===== config.mk =====
export PLATFORM = sky130hd
export DESIGN_NAME = fir_mac_sequencer_flat
export DESIGN_NICKNAME = d
export VERILOG_FILES = /design/src/rtl/fir_pkg.sv /design/src/rtl/fir_mac_sequencer_if.sv /design/src/rtl/tap_down_counter.sv /design/src/rtl/fir_mac_sequencer.sv /design/src/flat_wrapper.sv
export SDC_FILE = /design/constraint.sdc
export NUM_CORES = 1
export LEC_CHECK = 0
export CAP_MARGIN = 25
export CELL_PAD_IN_SITES_DETAIL_PLACEMENT = 0
export CELL_PAD_IN_SITES_GLOBAL_PLACEMENT = 1
export CORE_AREA = 2 2 39 41
export CTS_BUF_LIST = sky130_fd_sc_hd__clkbuf_2 sky130_fd_sc_hd__clkbuf_4 sky130_fd_sc_hd__clkbuf_8
export DETAILED_ROUTE_END_ITERATION = 7
export DIE_AREA = 0 0 41 43
export HOLD_SLACK_MARGIN = 0.02
export PLACE_DENSITY = 0.74
export SLEW_MARGIN = 40
export SYNTH_ARGS = -nofsm -noshare
export SYNTH_HDL_FRONTEND = slang
export SYNTH_SLANG_ARGS = --single-unit

===== constraint.sdc =====
create_clock -name clk -period 4.6 [get_ports clk]
set_input_delay 0.92 -clock clk [delete_from_list [all_inputs] [get_ports clk]]
set_output_delay 0.92 -clock clk [all_outputs]
set_load 0.02 [all_outputs]

===== src/rtl/fir_pkg.sv =====
// rtl/fir_pkg.sv - shared constants and state encoding for the FIR MAC sequencer
package fir_pkg;

  localparam int N_TAPS_DEF = 8;
  localparam int ADDR_W_DEF = $clog2(N_TAPS_DEF);

  // Cycles between presenting a tap address and its product reaching the accumulator
  localparam int MAC_LAT = 1;

  typedef enum logic [2:0] {
    ST_IDLE,
    ST_SHIFT,
    ST_MAC,
    ST_DRAIN,
    ST_DONE
  } state_e;

endpackage


===== src/rtl/fir_mac_sequencer_if.sv =====
// rtl/fir_mac_sequencer_if.sv - strobe inputs and datapath controls of the FIR MAC sequencer
interface fir_mac_sequencer_if #(
  parameter int ADDR_W = fir_pkg::ADDR_W_DEF
);

  logic              enable;
  logic              sample_valid;
  logic              shift_en;
  logic [ADDR_W-1:0] tap_addr;
  logic              acc_clr;
  logic              acc_en;
  logic              result_valid;
  logic              busy;
  logic              overrun;

  modport master (
    input  enable, sample_valid,
    output shift_en, tap_addr, acc_clr, acc_en, result_valid, busy, overrun
  );

  modport slave (
    output enable, sample_valid,
    input  shift_en, tap_addr, acc_clr, acc_en, result_valid, busy, overrun
  );

endinterface


===== src/rtl/tap_down_counter.sv =====
// rtl/tap_down_counter.sv - tap address down-counter that saturates at zero and reloads to N_TAPS-1
module tap_down_counter #(
  parameter int N_TAPS = fir_pkg::N_TAPS_DEF,
  parameter int ADDR_W = fir_pkg::ADDR_W_DEF
) (
  input  logic              clk,
  input  logic              reset,
  input  logic              load_i,
  input  logic              dec_i,
  output logic [ADDR_W-1:0] count_o,
  output logic              zero_o
);

  localparam logic [ADDR_W-1:0] LOAD_VAL = ADDR_W'(N_TAPS - 1);

  logic [ADDR_W-1:0] count_q, count_d;

  always_comb begin
    count_d = count_q;
    if (load_i) begin
      count_d = LOAD_VAL;
    end else if (dec_i && (count_q != '0)) begin
      count_d = count_q - ADDR_W'(1);
    end
  end

  always_ff @(posedge clk or negedge reset) begin
    if (!reset) begin
      count_q <= LOAD_VAL;
    end else begin
      count_q <= count_d;
    end
  end

  assign count_o = count_q;
  assign zero_o  = (count_q == '0);

endmodule


===== src/rtl/fir_mac_sequencer.sv =====
// rtl/fir_mac_sequencer.sv - control FSM for the serial FIR: shift, tap walk, accumulate, flag result
module fir_mac_sequencer
  import fir_pkg::*;
#(
  parameter int N_TAPS = N_TAPS_DEF,
  parameter int ADDR_W = ADDR_W_DEF
) (
  input logic                 clk,
  input logic                 reset,
  fir_mac_sequencer_if.master bus
);

  state_e            state_q, state_d;
  logic              accept;
  logic              cnt_load, cnt_dec, cnt_zero;
  logic [ADDR_W-1:0] tap_addr_w;
  logic              acc_en_w;
  logic              shift_en_q, acc_clr_q, result_valid_q, busy_q, overrun_q;

  tap_down_counter #(
    .N_TAPS (N_TAPS),
    .ADDR_W (ADDR_W)
  ) u_tap_cnt (
    .clk     (clk),
    .reset   (reset),
    .load_i  (cnt_load),
    .dec_i   (cnt_dec),
    .count_o (tap_addr_w),
    .zero_o  (cnt_zero)
  );

  always_comb begin
    state_d  = state_q;
    cnt_load = 1'b0;
    cnt_dec  = 1'b0;
    accept   = bus.sample_valid && bus.enable;
    case (state_q)
      ST_IDLE:  if (accept) state_d = ST_SHIFT;
      ST_SHIFT: state_d = ST_MAC;
      ST_MAC: begin
        cnt_dec = 1'b1;
        if (cnt_zero) state_d = ST_DRAIN;
      end
      ST_DRAIN: state_d = ST_DONE;
      ST_DONE: begin
        cnt_load = 1'b1;
        state_d  = accept ? ST_SHIFT : ST_IDLE;
      end
      default:  state_d = ST_IDLE;
    endcase
  end

  // Flags are decoded from the next state so every output comes straight off a flop
  always_ff @(posedge clk or negedge reset) begin
    if (!reset) begin
      state_q        <= ST_IDLE;
      shift_en_q     <= 1'b0;
      acc_clr_q      <= 1'b0;
      result_valid_q <= 1'b0;
      busy_q         <= 1'b0;
      overrun_q      <= 1'b0;
    end else begin
      state_q        <= state_d;
      shift_en_q     <= (state_d == ST_SHIFT);
      acc_clr_q      <= (state_d == ST_SHIFT);
      result_valid_q <= (state_d == ST_DONE);
      busy_q         <= (state_d inside {ST_SHIFT, ST_MAC, ST_DRAIN});
      overrun_q      <= bus.sample_valid && busy_q;
    end
  end

  // acc_en trails the MAC window by the ROM/multiplier latency
  if (MAC_LAT == 1) begin : g_lat_one
    logic pipe_q;
    always_ff @(posedge clk or negedge reset) begin
      if (!reset) pipe_q <= 1'b0;
      else        pipe_q <= (state_q == ST_MAC);
    end
    assign acc_en_w = pipe_q;
  end else begin : g_lat_n
    logic [MAC_LAT-1:0] pipe_q;
    always_ff @(posedge clk or negedge reset) begin
      if (!reset) pipe_q <= '0;
      else        pipe_q <= {pipe_q[MAC_LAT-2:0], (state_q == ST_MAC)};
    end
    assign acc_en_w = pipe_q[MAC_LAT-1];
  end

  assign bus.shift_en     = shift_en_q;
  assign bus.tap_addr     = tap_addr_w;
  assign bus.acc_clr      = acc_clr_q;
  assign bus.acc_en       = acc_en_w;
  assign bus.result_valid = result_valid_q;
  assign bus.busy         = busy_q;
  assign bus.overrun      = overrun_q;

endmodule


===== src/flat_wrapper.sv =====
// flat-port wrapper written by rule: the top's interface ports become plain ports
module fir_mac_sequencer_flat import fir_pkg::*;
#(
  parameter int N_TAPS = N_TAPS_DEF,
  parameter int ADDR_W = ADDR_W_DEF
)
  (clk, reset, bus_enable, bus_sample_valid, bus_shift_en, bus_tap_addr, bus_acc_clr, bus_acc_en, bus_result_valid, bus_busy, bus_overrun);
  fir_mac_sequencer_if #(.ADDR_W(ADDR_W)) bus_i ();
  input logic clk;
  input logic reset;
  input wire logic [$bits(bus_i.enable)-1:0] bus_enable;
  input wire logic [$bits(bus_i.sample_valid)-1:0] bus_sample_valid;
  output wire logic [$bits(bus_i.shift_en)-1:0] bus_shift_en;
  output wire logic [$bits(bus_i.tap_addr)-1:0] bus_tap_addr;
  output wire logic [$bits(bus_i.acc_clr)-1:0] bus_acc_clr;
  output wire logic [$bits(bus_i.acc_en)-1:0] bus_acc_en;
  output wire logic [$bits(bus_i.result_valid)-1:0] bus_result_valid;
  output wire logic [$bits(bus_i.busy)-1:0] bus_busy;
  output wire logic [$bits(bus_i.overrun)-1:0] bus_overrun;
  assign bus_i.enable = bus_enable;
  assign bus_i.sample_valid = bus_sample_valid;
  assign bus_shift_en = bus_i.shift_en;
  assign bus_tap_addr = bus_i.tap_addr;
  assign bus_acc_clr = bus_i.acc_clr;
  assign bus_acc_en = bus_i.acc_en;
  assign bus_result_valid = bus_i.result_valid;
  assign bus_busy = bus_i.busy;
  assign bus_overrun = bus_i.overrun;
  fir_mac_sequencer #(.N_TAPS(N_TAPS), .ADDR_W(ADDR_W)) u_core (.clk(clk), .reset(reset), .bus(bus_i));
endmodule

==> Word level (Yosys, flattened, before mapping) <==
Index checks and enable logic that the tools add are counted.
{ "totals": {"word_cells": 32, "ff_bits": 11, "output_inout_bits": 9, "input_bits": 4} }
{ "classes": {"n_addsub": 1, "n_eq_ne": 8, "reduce_logical": 8, "n_mux": 8} }
{ "op_table": {"columns": ["operator", "count"], "rows": [
  ["$pmux W3 S5", 1],
  ["$eq A3 B2 Y1 const B", 4],
  ["$mux W3", 4],
  ["$eq A3 B1 Y1 const B", 2],
  ["$eq A3 B3 Y1 const B", 2],
  ["$logic_not A3 Y1", 2],
  ["$reduce_bool A3 Y1", 2],
  ["$logic_and A1 B1 Y1", 3],
  ["$mux W1", 3],
  ["$sub A3 B1 Y3 const B", 1],
  ["$reduce_bool A2 Y1", 1]
]} }

==> Longest topological paths before layout <==
Gate-level depths: netlist of the first run.
{ "depth": {"ltp_word": 5, "depth_mapped": 5} }

==> Modules after synthesis <==
A second synthesis of the first run with hierarchy kept.
{ "hier_totals": {"cells_unflattened": 40, "area_unflattened_um2": 489.2} }
{ "by_module_without_submodules": {"columns": ["module", "seq_area_each_um2", "n_inst", "area_each_um2", "cells_each"], "rows": [
  ["fir_mac_sequencer", 200.2, 1, 305.3, 22],
  ["tap_down_counter", 78.8, 1, 183.9, 18]
]} }

==> Least setup slack after synthesis of the first run <==
Ideal clock, no wire load.
{ "synth_path": {"path_type": "register to register", "from": "register u_core.u_tap_cnt.count_q[0] (netlist: u_core.u_tap_cnt.count_o[0])", "to": "register u_core.u_tap_cnt.count_q[1] (netlist: u_core.u_tap_cnt.count_o[1])", "arrival_ns": 1.583, "setup_time_ns": 0.073, "synth_period_minus_slack_ns": 1.656, "setup_slack_ns": 2.944, "t_required_ns": 4.527, "path_stages_with_launch": 6, "cell_sequence": "dfstp_2 > inv_1 > ha_1 > nor2b_1 > or4b_1 > a21oi_1"} }
{ "synth_between": {"elab_chain_cells": 3, "elab_cells_between_ends": 6, "cone_classes": "add/sub (1); mux (2); reduce/logical (3)"} }
{ "synth_lines": {"columns": ["item", "line_no", "rtl"], "rows": [
  ["start: declaration", "tap_down_counter.sv:16", "logic [ADDR_W-1:0] count_q, count_d;"],
  ["start signal: assignment", "tap_down_counter.sv:31", "count_q <= count_d;"],
  ["$sub A3 B1 Y3 or $reduce_bool A3 Y1 (tied branches)", "tap_down_counter.sv:23, tap_down_counter.sv:22", null],
  ["$mux W3 or $logic_and A1 B1 Y1 (tied branches)", "tap_down_counter.sv:22", "end else if (dec_i && (count_q != '0)) begin"],
  ["$mux W3 or $reduce_bool A2 Y1 (tied branches)", null, null]
]} }
Several ways; a longest one is shown, not always the timed one. The select of a mux whose other input is x is not followed.
A chain may end at the register's enable or synchronous reset.

==> Worst setup path in the final report of the first run <==
{ "layout_path": {"from": "register u_core.u_tap_cnt.count_q[0] (netlist: u_core.u_tap_cnt.count_o[0])", "to": "output port bus_tap_addr[0]"} }
{ "layout_lines": {"columns": ["item", "line_no", "rtl"], "rows": [
  ["end: declaration", "flat_wrapper.sv:14", "output wire logic [$bits(bus_i.tap_addr)-1:0] bus_tap_addr;"]
]} }
No word-level cell between the ends.

==> results of run 1 <==
[logic make-up after synthesis]
kind of cell | count (synthesis) | share of synthesized area
compound gates | 8 | 0.100
fa+ha+maj | 2 | 0.0514
buf+inv | 3 | 0.0309
flops | 11 | 0.573
simple gates | 16 | 0.244
[power by group through the flow]
stage	Clock (W)	Sequential, W	Combinational [W]
detailed placement	0	0.000178	0.000200
floorplan	0	0.000207	0.0000889
CTS	0.0000720	0.000177	0.000201
global route	0.0000766	0.000184	0.000222
finish	0.0000702	0.000176	0.000196
global placement	0	0.000177	0.000199
[flip-flops by register name (all words and copies together), names as in the netlist]
signal	flops
u_core.bus.acc_en	1
u_core.bus.overrun	1
u_core.bus.shift_en	1
u_core.bus.busy	1
u_core.state_q	3
u_core.bus.result_valid	1
u_core.u_tap_cnt.count_o	3
[layout make-up]
class | instances | area (um^2) | share of cell area
sequential | 11 | 279 | 0.430
multi-input combinational | 26 | 193 | 0.297
timing repair buffer | 12 | 120 | 0.185
clock buffer | 4 | 30.0 | 0.0462
tap | 16 | 20.0 | 0.0308
inverter | 2 | 7.51 | 0.0116
[cells in the final DEF, fill, tap and decap left out]
cell / n
clkdlybuf4s50_1: 12
dfrtp_1: 8
clkbuf_4: 4
a21oi_1: 3
dfstp_2: 3
inv_1: 2
and3b_2: 2
nand2b_1: 2
nor2_1: 2
o21ai_0: 2
ha_1: 2
nor3b_2: 1
nor2b_1: 1
nor4bb_1: 1
a21o_1: 1
or2_1: 1
and2_1: 1
a21boi_1: 1
and3_1: 1
a211o_1: 1
or4b_1: 1
and3b_1: 1
or4_1: 1
nand3_1: 1
[path summary, 6_finish.rpt]
check / start / end / slack, ns
max in group asynchronous: reset / u_core.u_tap_cnt.count_o[0] / 3.28
worst min-delay path: u_core.bus.busy / u_core.bus.overrun / 0.49
min in group asynchronous: reset / u_core.bus.acc_en / 0.97
worst min register to register: u_core.bus.busy / u_core.bus.overrun / 0.49
worst max-delay path: u_core.u_tap_cnt.count_o[0] / bus_tap_addr[0] / 2.26
worst max register to register: u_core.u_tap_cnt.count_o[0] / u_core.u_tap_cnt.count_o[1] / 2.93
[per-stage QoR]
stage                     total power, W  area (um^2)  hold slack (ns)   util  worst slack, ns
after detailed placement        0.000378          619            0.474  0.448             2.54
final                           0.000443          649            0.486  0.469             2.26
after global placement          0.000376          619            0.468  0.448             2.55
after global routing            0.000482          649            0.509  0.469             2.20
after CTS                       0.000449          649            0.484  0.469             2.24
after floorplan                 0.000296          487            0.509      -             2.94
[routing by layer]
metal / up-vias / global-route usage / share of wire
met1: 160 / 0.148 / 0.44
met4: 0 / 0.0800 / 0
met2: 8 / 0.172 / 0.51
li1: 171 / - / -
met5: - / 0 / 0
met3: 0 / 0.0471 / 0.051
==> results.sh, run 1 <==
export IMPL_ys_warn_count=0
export IMPL_synth_edff_count=0
export IMPL_drtAntennaViolNets=0
export IMPL_rsz0062_at_grt="false"
export IMPL_fp_dieH_um=43
export IMPL_path_clk_slew_ns=0.07
export IMPL_overflow=0
export IMPL_wl_um=804
export IMPL_slew_headroom=0.688
export IMPL_synth_top_cell_area_share=0.411
export IMPL_status="completed"
export IMPL_pwr_share_clk=0.159
export IMPL_maxSlewViolCount=0
export IMPL_fp_row_count=14
export IMPL_diodes=0
export IMPL_clock_latency_ns=0.26
export IMPL_area_growth_pct=33.4
export IMPL_endpoint_kind="primary output"
export IMPL_routed_via_density=4.77
export IMPL_grt_max_degree=12
export IMPL_reg2reg_depth=5
export IMPL_critPathBufInv=1
export IMPL_fmax_mhz=427
export IMPL_ctsLongestPathBuffers=2
export IMPL_grt_antenna_before_repair=0
export IMPL_fin_setup_tns_ns=0
export IMPL_grt_pass1_vias=360
export IMPL_drcViolationCount=0
export IMPL_yosysTopAreaCell="dfrtp_1"
export IMPL_syn_nets=46
export IMPL_switching_share=0.359
export IMPL_yosys_top_cells_count="dfrtp_1, a21oi_1, dfstp_2"
export IMPL_cts_made_buffers=3
export IMPL_nets=62
export IMPL_drive_gt1_frac=0.182
export IMPL_finalSetupViolCount=0
export IMPL_cp_slowest_stage_delay_ns=0.60
export IMPL_routedWlPerCell_um=11.3
export IMPL_cp_num_cells=1
export IMPL_maxCapViolCount=0
export IMPL_async_flop_share=1.00
export IMPL_place_inst=67
export IMPL_switchingPower_w=0.000159
export IMPL_syn_area_um2=487
export IMPL_portBuffers=12
export IMPL_synth_most_common_cell="dfrtp_1"
export IMPL_power_density_nw_per_um2=682
export IMPL_synth_cell_types=23
export IMPL_yosys_register_bits=11
export IMPL_drt_initial_drc_count=1
export IMPL_crit_path_top_delay_cell="clkdlybuf4s50_1"
export IMPL_pwr_share_seq=0.398
export IMPL_synthTopCellsByArea="dfrtp_1, dfstp_2, ha_1, and3b_2, a21oi_1"
export IMPL_crit_type="reg2out"
export IMPL_internal_power_w=0.000284
export IMPL_io_pins=13
export IMPL_cp_cell_sequence="clkdlybuf4s50_1"
export IMPL_cp_start_kind="flip-flop"
export IMPL_num_vias=339
export IMPL_core_um2=1380
export IMPL_final_cells=71
export IMPL_postCtsSetupBuffers=0
export IMPL_cts_resized=0
export IMPL_cts_tree="built"
export IMPL_die_w_um=41
export IMPL_cts_sinks=11
export IMPL_critPathTopFamily="buffers and inverters"
export IMPL_netlist_instances=40
export IMPL_crit_fanout=5
export IMPL_crit_arrival_ns=1.42
export IMPL_dieArea_um2=1760
export IMPL_seq_area_frac_synth=0.573
export IMPL_tightest_slew_ns=0.466
export IMPL_h_tree_depth=1
export IMPL_hold_viol=0
export IMPL_synth_ff_type="dfrtp_1"
export IMPL_fin_crit_ns=2.34
export IMPL_combinationalPowerShare=0.444
export IMPL_fillers=136
export IMPL_skew_ns=0.00384
export IMPL_p_leak_nw=0.310
export IMPL_hold_buffers=0
export IMPL_crit_required_ns=3.68
export IMPL_vdd_drop_max_mv=0.207
export IMPL_grt_pass1_wl_um=1390
export IMPL_start_util=0.352
export IMPL_min_path_type="reg2reg"
export IMPL_dp_hpwl_um=604
export IMPL_drtPass1Iterations=2
export IMPL_place_congestion=0.663
export IMPL_synth_avg_cell_area_um2=12.2
export IMPL_root_buffer="clkbuf_4"
export IMPL_period_share=0.510
export IMPL_grt_usage=0.122
export IMPL_holdPathStages=1
No activity file was read; power rests on OpenSTA's default activity.
==> inputs of run 2 (changes only) <==
--- a/config.mk
+++ b/config.mk
@@ -8,12 +8,11 @@
 export CAP_MARGIN = 25
 export CELL_PAD_IN_SITES_DETAIL_PLACEMENT = 0
 export CELL_PAD_IN_SITES_GLOBAL_PLACEMENT = 1
-export CORE_AREA = 2 2 39 41
+export CORE_UTILIZATION = 33
 export CTS_BUF_LIST = sky130_fd_sc_hd__clkbuf_2 sky130_fd_sc_hd__clkbuf_4 sky130_fd_sc_hd__clkbuf_8
 export DETAILED_ROUTE_END_ITERATION = 7
-export DIE_AREA = 0 0 41 43
 export HOLD_SLACK_MARGIN = 0.02
-export PLACE_DENSITY = 0.74
+export PLACE_DENSITY = 0.71
 export SLEW_MARGIN = 40
 export SYNTH_ARGS = -nofsm -noshare
 export SYNTH_HDL_FRONTEND = slang
==> constraint.sdc (replaced) <==
create_clock -name clk -period 2.1 [get_ports clk]
set_input_delay 0.42 -clock clk [delete_from_list [all_inputs] [get_ports clk]]
set_output_delay 0.42 -clock clk [all_outputs]
set_load 0.02 [all_outputs]
==> run 2 against run 1 <==
  * Global-route usage up 3.1 points
  * Clock skew grew 0.0010 ns
  * Design area shrank 0.19%
  * Sequential power is 120% higher
  * First-iteration DRC count rose to 8.0 times the previous value
  * Wire length rose by 18%
  * Utilization rose by 1.7 points
  * Via count up 3.2%
  * Clock power increased by 130%
  * Total power up 120%
==> results.sh, run 2 (same netlist as run 1, synthesis figures left out) <==
export IMPL_cts_resized=0
export IMPL_routed_via_density=5.00
export IMPL_drt_initial_drc_count=8
export IMPL_p_leak_nw=0.310
export IMPL_drtAntennaViolNets=0
export IMPL_critPathBufInv=1
export IMPL_ctsLongestPathBuffers=2
export IMPL_nets=62
export IMPL_maxCapViolCount=0
export IMPL_cts_made_buffers=3
export IMPL_drtPass1Iterations=3
export IMPL_fp_row_count=13
export IMPL_fillers=123
export IMPL_crit_path_top_delay_cell="clkdlybuf4s50_1"
export IMPL_maxSlewViolCount=0
export IMPL_min_path_type="in2async"
export IMPL_dp_hpwl_um=698
export IMPL_hold_buffers=0
export IMPL_h_tree_depth=1
export IMPL_place_congestion=0.772
export IMPL_hold_viol=0
export IMPL_fin_util=0.486
export IMPL_pwr_share_clk=0.160
export IMPL_hold_slack_ns=0.483
export IMPL_tightest_slew_ns=0.506
export IMPL_met3_usage=0.0667
export IMPL_grt_usage=0.153
export IMPL_cp_slowest_stage_delay_ns=0.60
export IMPL_critPathTopFamily="buffers and inverters"
export IMPL_io_pins=13
export IMPL_root_buffer="clkbuf_4"
export IMPL_core_um2=1330
export IMPL_diodes=0
export IMPL_cp_start_kind="flip-flop"
export IMPL_area_growth_pct=33.2
export IMPL_grt_max_degree=12
export IMPL_endpoint_kind="primary output"
export IMPL_grt_busiest_layer="met2"
export IMPL_fin_crit_ns=1.85
export IMPL_drcViolationCount=0
export IMPL_overflow=0
export IMPL_grt_use_met1=0.175
export IMPL_cp_cell_sequence="clkdlybuf4s50_1"
export IMPL_dieArea_um2=1630
export IMPL_cts_tree="built"
export IMPL_switching_share=0.373
export IMPL_combinationalPowerShare=0.446
export IMPL_vdd_drop_max_mv=0.500
export IMPL_pwr_share_seq=0.394
export IMPL_final_cell_mix="clkdlybuf4s50_1, dfrtp_1, clkbuf_4, a21oi_1, dfstp_2"
export IMPL_r2r_slack_ns=0.40
export IMPL_grt_antenna_before_repair=0
export IMPL_portBuffers=12
export IMPL_final_common_cell="clkdlybuf4s50_1"
export IMPL_p_total_w=0.000993
export IMPL_fp_dieH_um=40.4
export IMPL_clock_latency_ns=0.27
export IMPL_routedWlPerCell_um=13.6
export IMPL_grt_pass1_vias=339
export IMPL_switchingPower_w=0.000370
export IMPL_power_density_nw_per_um2=1530
export IMPL_rsz0062_at_grt="false"
export IMPL_grt_pass1_wl_um=1520
export IMPL_wl_um=949
export IMPL_path_clk_slew_ns=0.07
export IMPL_postCtsSetupBuffers=0
export IMPL_use_met2=0.242
export IMPL_internal_power_w=0.000623
export IMPL_fmax_mhz=539
export IMPL_post_route_cell_area_um2=648
export IMPL_crit_type="reg2out"
export IMPL_post_dp_cell_area_um2=618
export IMPL_finalSetupViolCount=0
export IMPL_crit_fanout=4
export IMPL_period_share=0.883
export IMPL_status="completed"
export IMPL_die_w_um=40.4
export IMPL_start_util=0.365
export IMPL_crit_required_ns=1.68
export IMPL_skew_ns=0.00489
export IMPL_crit_arrival_ns=1.43
export IMPL_fin_setup_tns_ns=0
export IMPL_cts_sinks=11
export IMPL_drive_gt1_frac=0.182
export IMPL_num_vias=350
export IMPL_slew_headroom=0.661
==> run 2: power groups by stage <==
| stage | combinational (W) | clock, W | sequential, W |
|---|---|---|---|
| after floorplan | 0.000195 | 0 | 0.000454 |
| after global placement | 0.000427 | 0 | 0.000387 |
| after detailed placement | 0.000444 | 0 | 0.000396 |
| after CTS | 0.000447 | 0.000161 | 0.000393 |
| after global routing | 0.000494 | 0.000176 | 0.000404 |
| final | 0.000443 | 0.000159 | 0.000391 |
==> run 2: through the flow <==
step / worst slack (ns) / std cells
floorplan: 0.444 / 40
global placement: 0.460 / 66
detailed placement: 0.422 / 66
CTS: 0.237 / 70
global route: 0.185 / 70
finish: 0.245 / 70
==> run 2: final timing paths <==
path,cells after the start,end,startpoint
min in group clk,1,u_core.bus.overrun,u_core.bus.busy
setup reg to reg,5,u_core.u_tap_cnt.count_o[1],u_core.u_tap_cnt.count_o[0]
hold reg to reg,1,u_core.bus.overrun,u_core.bus.busy
setup / recovery,1,bus_tap_addr[2],u_core.u_tap_cnt.count_o[2]
hold / removal,1,u_core.bus.shift_en,reset
max in group asynchronous,1,u_core.u_tap_cnt.count_o[2],reset
==> run 2: routing by layer <==
layer  up-vias  routed length [um]
li1        169                   -
met1       169                 429
met2        10                 473
met3         2                  36
met4         0                  10
met5         -                   0
==> run 2: layout make-up <==
| class | instances | area, um^2 | share of cell area |
|---|---|---|---|
| clock buffer | 4 | 30.0 | 0.0463 |
| tap | 15 | 18.8 | 0.0290 |
| inverter | 2 | 7.51 | 0.0116 |
| multi-input combinational | 26 | 193 | 0.297 |
| timing repair buffer | 12 | 120 | 0.185 |
| sequential | 11 | 279 | 0.431 |
